<file path="src/rtl/crc_pkg.sv">
// Shared widths and lane placement for the CRC byte packer.
// Lane 0 is the first byte of a word; its bit position depends on byte order.
package crc_pkg;

  localparam int WORD_W = 32;
  localparam int BYTE_W = 8;
  localparam int LANES  = 4;

  typedef logic [$clog2(WORD_W)-1:0] lane_off_t;

  function automatic lane_off_t lane_offset(input logic [1:0] idx, input bit big_endian);
    if (big_endian)
      return lane_off_t'((LANES - 1 - int'(idx)) * BYTE_W);
    else
      return lane_off_t'(int'(idx) * BYTE_W);
  endfunction

endpackage

</file>
<file path="src/rtl/crc_byte_packer.sv">
// Packs a framed valid/ready byte stream into 32-bit en/din beats for the CRC stage,
// padding short final words and reporting byte and word counts with the last word.
module crc_byte_packer
  import crc_pkg::*;
#(
  parameter logic [7:0] PAD_BYTE   = 8'h00,
  parameter bit         BIG_ENDIAN = 1'b1,
  parameter int         CNT_W      = 16
) (
  input  logic             clk,
  input  logic             rst_n,
  input  logic             s_valid,
  output logic             s_ready,
  input  logic [7:0]       s_data,
  input  logic             s_last,
  input  logic             o_ready,
  output logic             en,
  output logic [31:0]      din,
  output logic             din_last,
  output logic [2:0]       din_bytes,
  output logic [CNT_W-1:0] frame_words,
  output logic             ovf
);

  localparam logic [WORD_W-1:0] PAD_WORD = {LANES{PAD_BYTE}};
  localparam logic [CNT_W-1:0]  CNT_MAX  = '1;

  logic [1:0]        idx_reg;
  logic [CNT_W-1:0]  word_cnt_reg;
  logic [WORD_W-1:0] acc_reg;
  logic              en_reg;
  logic [WORD_W-1:0] din_reg;
  logic              din_last_reg;
  logic [2:0]        din_bytes_reg;
  logic [CNT_W-1:0]  frame_words_reg;
  logic              ovf_reg;

  logic              accept;
  logic              complete;
  logic              cnt_sat;
  logic [WORD_W-1:0] word_next;
  logic [CNT_W-1:0]  cnt_next;

  assign s_ready  = !en_reg || o_ready;
  assign accept   = s_valid && s_ready;
  assign complete = accept && ((idx_reg == 2'd3) || s_last);
  assign cnt_sat  = (word_cnt_reg == CNT_MAX);
  assign cnt_next = cnt_sat ? word_cnt_reg : word_cnt_reg + CNT_W'(1);

  // Lanes below idx come from the accumulator, lanes above it are padding, so the
  // accumulator's unwritten lanes never leak into din even straight out of reset.
  for (genvar gi = 0; gi < LANES; gi++) begin : g_lane
    localparam logic [1:0] LANE = 2'(gi);
    localparam lane_off_t  OFF  = lane_offset(LANE, BIG_ENDIAN);
    assign word_next[OFF +: BYTE_W] = (LANE < idx_reg)  ? acc_reg[OFF +: BYTE_W] :
                                      (LANE == idx_reg) ? s_data : PAD_BYTE;
  end

  always_ff @(posedge clk or negedge rst_n) begin
    if (!rst_n) begin
      idx_reg         <= '0;
      word_cnt_reg    <= '0;
      acc_reg         <= '0;
      en_reg          <= 1'b0;
      din_reg         <= '0;
      din_last_reg    <= 1'b0;
      din_bytes_reg   <= '0;
      frame_words_reg <= '0;
      ovf_reg         <= 1'b0;
    end else begin
      if (complete) begin
        en_reg          <= 1'b1;
        din_reg         <= word_next;
        din_last_reg    <= s_last;
        din_bytes_reg   <= {1'b0, idx_reg} + 3'd1;
        frame_words_reg <= cnt_next;
        acc_reg         <= PAD_WORD;
        idx_reg         <= '0;
        word_cnt_reg    <= s_last ? '0 : cnt_next;
        if (cnt_sat)
          ovf_reg <= 1'b1;
      end else begin
        if (o_ready)
          en_reg <= 1'b0;
        if (accept) begin
          acc_reg <= word_next;
          idx_reg <= idx_reg + 2'd1;
        end
      end
    end
  end

  assign en          = en_reg;
  assign din         = din_reg;
  assign din_last    = din_last_reg;
  assign din_bytes   = din_bytes_reg;
  assign frame_words = frame_words_reg;
  assign ovf         = ovf_reg;

endmodule

</file>
<file path="config.mk">
export PLATFORM = sky130hd
export DESIGN_NAME = crc_byte_packer
export DESIGN_NICKNAME = d
export VERILOG_FILES = /design/src/rtl/crc_pkg.sv /design/src/rtl/crc_byte_packer.sv
export SDC_FILE = /design/constraint.sdc
export NUM_CORES = 1
export LEC_CHECK = 0
export BUFFER_PORTS_ARGS = -buffer_cell sky130_fd_sc_hd__buf_2
export CAP_MARGIN = 30
export CORE_AREA = 2 2 111 113
export DETAILED_ROUTE_END_ITERATION = 10
export DIE_AREA = 0 0 113 115
export SYNTH_ARGS = -nofsm -noshare
export SYNTH_HDL_FRONTEND = slang
export SYNTH_SLANG_ARGS = --single-unit
</file>
<file path="constraint.sdc">
create_clock -name clk -period 2.6 [get_ports clk]
set_input_delay 0.26 -clock clk [delete_from_list [all_inputs] [get_ports clk]]
set_output_delay 0.26 -clock clk [all_outputs]
set_load 0.01 [all_outputs]
</file>
; Yosys cells after proc, flatten, opt, wreduce, memory -nomap -nowiden
; Index checks and enable logic that the tools add are counted.
[word_totals]
out_inout_bits = 55
wordCells = 46
regBits = 104
[classes]
n_eq_ne = 5
mux = 16
n_reduce_logical = 9
add_sub_neg = 3
magnitude_cmp = 4
[ops]
columns = op, n
row1 = $mux W32, 2
row2 = $mux W8, 8
row3 = $mux W16, 2
row4 = $add A16 B1 Y16 const B, 1
row5 = $eq A16 B16 Y1 const B, 1
row6 = $eq A2 B2 Y1 const A, 2
row7 = $lt A1 B2 Y1 const A, 2
row8 = $lt A2 B2 Y1 const A, 2
row9 = $mux W2, 2
row10 = $reduce_bool A2 Y1, 2
row11 = $add A2 B1 Y3 const B, 1
row12 = $add A2 B1 Y2 const B, 1
row13 = $eq A1 B2 Y1 const A, 1
row14 = $eq A2 B2 Y1 const B, 1
row15 = $logic_and A1 B1 Y1, 2
row16 = $logic_not A2 Y1, 1
row17 = $logic_or A1 B1 Y1, 2
row18 = $mux W1, 2
row19 = $reduce_and A2 Y1, 1
row20 = $logic_not A1 Y1, 1

; Logic depth before layout (Yosys ltp)
[logic_depth]
word_depth = 5
mapped_depth = 8
depth_no_buf = 6

; Least setup slack after synthesis
; Ideal clock, no wire load.
[synth_timing]
path_type = register to register
from = register idx_reg[1]
to = register din_reg[29] (netlist: din[29])
setup_ns = 0.128
setup_slack_ns = 0.797
synth_period_minus_slack_ns = 1.803
t_arrival_ns = 1.676
n_path_buf = 3
stages_incl_launch_ff = 8
path_cell_list = dfrtp_1 -> clkbuf_1 -> inv_1 -> ha_1 -> buf_2 -> clkbuf_1 -> mux2i_1 -> o21ai_0
[synth_via]
elab_chain_cells = 3
word_cells_on_any_way = 7
classes_between = 1 x order compare / 1 x eq/ne / 2 x mux / 3 x reduce/logical
[synth_rtl]
columns = element, line_no
row1 = from (decl), crc_byte_packer.sv:28  ; logic [1:0] idx_reg;
row2 = from (signal assigned), crc_byte_packer.sv:87  ; idx_reg <= idx_reg + 2'd1;
row3 = $logic_not A2 Y1 or $eq A2 B2 Y1 (tied branches), "crc_byte_packer.sv:56, crc_byte_packer.sv:46"
row4 = $mux W8 or $logic_or A1 B1 Y1 (tied branches), "crc_byte_packer.sv:56, crc_byte_packer.sv:46"
row5 = $mux W8 or $logic_and A1 B1 Y1 (tied branches), "crc_byte_packer.sv:55, crc_byte_packer.sv:46"
row6 = to (signal assigned), crc_byte_packer.sv:73  ; din_reg <= word_next;
row7 = to (decl), crc_byte_packer.sv:32  ; logic [WORD_W-1:0] din_reg;
; Several ways; a longest one is shown, not always the timed one.
; A chain may end at the register's enable or synchronous reset.

; Worst setup path in the final report
[layout_timing]
from = register idx_reg[1]
to = register acc_reg[25]
[layout_via]
elab_chain_cells = 5
word_cells_on_any_way = 10
classes_between = 1 x order compare / 1 x eq/ne / 4 x mux / 4 x reduce/logical
[layout_rtl]
columns = element, line_no
row1 = $logic_not A2 Y1, crc_byte_packer.sv:56  ; (LANE == idx_reg) ? s_data : PAD_BYTE;
row2 = $mux W8, crc_byte_packer.sv:56
row3 = $mux W8, crc_byte_packer.sv:55  ; assign word_next[OFF +: BYTE_W] = (LANE < idx_reg) ? acc_reg[OFF +: BYTE_W] :
row4 = $mux W32, crc_byte_packer.sv:85  ; if (accept) begin
row5 = $mux W32, crc_byte_packer.sv:71  ; if (complete) begin
row6 = to (signal assigned), crc_byte_packer.sv:86  ; acc_reg <= word_next;
row7 = to (decl), crc_byte_packer.sv:30  ; logic [WORD_W-1:0] acc_reg;
; Several ways; a longest one is shown, not always the timed one. The select of a mux whose other input is x is not followed.

==> results.py <==
metrics = {
    "status": {
        "status": "finished, violations left",
        "violations": "design-rule violations",
    },
    "power_and_ir_drop": {
        "power.switching_mw": 1.355,
        "seq_power_share_pct": 46.7,
        "p_leak_nw": 2.506,
        "ir_worst_vdd_uv": 343.3,
        "p_int_mw": 2.830,
        "combPwrFrac_pct": 22.4,
        "p_clk_share_pct": 30.9,
        "p_sw_share_pct": 32.37,
        "power.total_mw": 4.185,
        "power_density_mw_per_mm2": 785.1,
    },
    "grt": {
        "grt_overflow": 0,
        "antenna_found_initial": 0,
        "grt_pass1_wl_um": 19160,
        "track_usage_pct": 18.54,
        "grt_pass1_vias": 3707,
        "grt_max_degree": 48,
    },
    "timing": {
        "hold_violations": 0,
        "maxSlewHeadroom_pct": 30.37,
        "setup_tns_ps": 0,
        "fin_crit_ps": 2236,
        "slew_violations": 0,
        "setup_ws_ps": 363.6,
        "rsz0062_at_grt": "false",
        "fmax_mhz": 447.1,
        "final-setup-viol-count": 0,
        "finalClockSkew_ps": 7.254,
        "worst_pin_slew_ps": 1039,
        "fin_crit_sh_pct": 86.02,
    },
    "synthesis": {
        "synth_fp_nets": 481,
        "yosysTopAreaCell": "dfrtp_1",
        "yosys.area_share.simple_pct": 20.23,
        "netlist_area_mm2": 0.004589,
        "ys_warn_count": 0,
        "synth_fa_ha_area_share_pct": 1.363,
        "synth-main-ff-cell": "dfrtp_1",
        "synth_top_family_by_area": "simple AND/OR/NAND/NOR gates",
        "synth_top_area_share_pct": 52.34,
        "ys_seq_area_share_pct": 52.34,
        "synth_edf_count": 0,
        "ys_async_sr_fraction_pct": 100.0,
        "synthCells": 463,
        "syn_area_per_cell_um2": 9.912,
        "yosys.area_share.xor_xnor_pct": 0.5725,
        "synth_compound_area_share_pct": 19.11,
        "synth.area.mux_share_pct": 1.745,
        "ys_types": 59,
        "ys_ff_latch": 96,
        "ys_top_cells_by_area": "dfrtp_1 52%, nand2_1 5.9%, o21ai_0 4.3%, a32o_1 3.5%, a21oi_1 2.9%",
    },
    "clock_network": {
        "clk_latency_ps": 360,
        "cts_root_buf": "clkbuf_16",
        "cts_setup_buffers": 0,
        "cts_buffers": 9,
        "cts_resized": 0,
        "clock_sinks": 96,
        "clkTransAtPathRegs_ps": 70,
        "cts_tree": "built",
        "clockBufferDepth": 2,
        "htreeDepth": 3,
    },
    "routing": {
        "wl_per_cell_um": 17.19,
        "drtPass1Iterations": 7,
        "drtIter0Drc": 168,
        "ant_nets": 0,
        "vias_per_cell": 5.614,
        "drcViolationCount": 5,
        "wl_um": 11500,
        "num_vias": 3756,
    },
    "place": {
        "place_hpwl_um": 7907,
        "place_ws_ps": 399.2,
        "port_buffers": 67,
        "globalplace.congestion": 0.8871,
    },
    "floorplan": {
        "pin_count": 68,
        "core_area_mm2": 0.01181,
        "dieArea_mm2": 0.01300,
        "start_util_pct": 38.86,
        "die_h_um": 115,
        "placementRows": 40,
        "die_w_um": 113,
    },
    "critical_path": {
        "critPathMaxStageDelay_ps": 860,
        "path_cells": "ha_1 > buf_4 > nor3_2 > a32o_1",
        "end_kind": "flip-flop",
        "critPathRequiredTime_ps": 2890,
        "crit_fanout": 19,
        "r2r_slack_ps": 360,
        "cp-start-kind": "flip-flop",
        "crit_type": "flip-flop to flip-flop",
        "crit_slowest_cell": "nor3_2",
        "worst-path-buf-inv": 1,
        "cp.arrival_ps": 2520,
        "crit_family": "simple AND/OR/NAND/NOR gates",
    },
    "final_layout": {
        "post_route_cells_drive_above_1_share_pct": 21.07,
        "nFillCells": 1136,
        "largest_register_ffs": 32,
        "final_nets": 535,
        "diodes": 0,
        "area_delta_synth_final_pct": 16.14,
    },
    "min_path": {
        "hp-class": "input port to flip-flop",
    },
    "job": {
        "maxCapViolations": 0,
    },
}
[power groups by stage]
stage | combinational [mW] | clock, mW | sequential, mW
after floorplan | 0.552 | 0 | 1.99
after global placement | 0.930 | 0 | 1.97
after detailed placement | 0.950 | 0 | 1.98
after CTS | 0.954 | 1.32 | 1.95
after global routing | 1.06 | 1.39 | 2.00
final | 0.939 | 1.29 | 1.95
[timing repair]
action / 4_1_cts / 5_1_grt
hold endpoints to repair: 37 / 0
setup endpoints to repair: 0 / 0
hold buffers: 1 / 0
[cell usage after synthesis (7+ instances only)]
cell type,number
dfrtp_1,96
a31oi_1,8
buf_2,20
nor2_1,28
clkbuf_1,13
a32o_1,16
nand4_1,8
o21ai_0,39
and3_1,15
nand2_1,72
nor3_1,8
a21oi_1,27
inv_1,7
mux2i_1,8
a22o_1,10
nand3_1,12
[final timing paths]
path                                             from                            to  depth (start not counted)
min in group asynchronous                       rst_n    frame_words[5]$_DFFE_PN0P_                          2
max in group asynchronous                       rst_n  word_cnt_reg[12]$_DFFE_PN0P_                          3
min                                         s_data[4]            din[4]$_DFFE_PN0P_                          2
max reg2reg                    idx_reg[1]$_DFFE_PN0P_       acc_reg[25]$_DFFE_PN0P_                          4
max                            idx_reg[1]$_DFFE_PN0P_       acc_reg[25]$_DFFE_PN0P_                          4
min reg2reg                frame_words[5]$_DFFE_PN0P_    frame_words[5]$_DFFE_PN0P_                          2
[worst register-to-register path: cells and delay by family, from the launching register on]
kind | cells | cell delay [ps]
simple gates | 1 | 860
flops | 1 | 520
compound gates | 1 | 310
fa+ha+maj | 1 | 280
buf+inv | 1 | 210
[final cells by class]
cell class | count | area [um^2] | share of cell area, %
Inverter | 7 | 26.28 | 0.4930
Tap cell | 147 | 183.9 | 3.451
Clock inverter | 4 | 28.78 | 0.5399
Timing Repair Buffer | 81 | 457.9 | 8.592
Sequential cell | 96 | 2402 | 45.07
Multi-Input combinational cell | 322 | 1974 | 37.04
Clock buffer | 12 | 256.5 | 4.812
[layout by cell type (no fill, tap or decap), types with 3 or more instances in the layout]
master,count
and3_1,15
a32o_1,16
ha_1,5
xnor2_1,3
and4_1,5
a211oi_1,3
nand2b_1,3
clkbuf_16,9
o31ai_1,4
nor4_2,3
nor2_1,28
a31oi_1,8
inv_1,7
nor3_1,8
a21oi_1,27
buf_4,13
nand2_1,72
buf_2,66
o21ai_0,39
nand4_1,8
or3_1,3
mux2i_1,8
dfrtp_1,96
a22o_1,10
o211ai_1,4
nand3_1,12
[metal layers]
metal	share of wire, %	up-vias	track usage, %
met3	5.4	15	4.164
met1	44	1831	24.32
met4	1.9	0	7.480
met5	0	-	0
li1	-	1793	-
met2	48	117	30.02
[per-stage QoR]
stage | instance area [um^2] | hold WS (ps) | std cells | util, %
6_report | 5330 | 233.4 | 669 | 45.13
5_1_grt | 5330 | 251.3 | 669 | 45.13
2_1_floorplan | 4589 | -35.59 | 463 | -
4_1_cts | 5330 | 238.3 | 669 | 45.13
3_5_place_dp | 5035 | 268.2 | 652 | 42.63
3_3_place_gp | 5035 | 266.9 | 652 | 42.63
[cells by family after synthesis]
logic type / after synthesis
AOI/OAI and AO/OA: 130
xor gates and xnor gates: 3
adders and majority gates: 5
buffers and inverters: 45
DFF: 96
muxes: 8
and+or+nand+nor: 176
(Power assumes the default switching activity.)
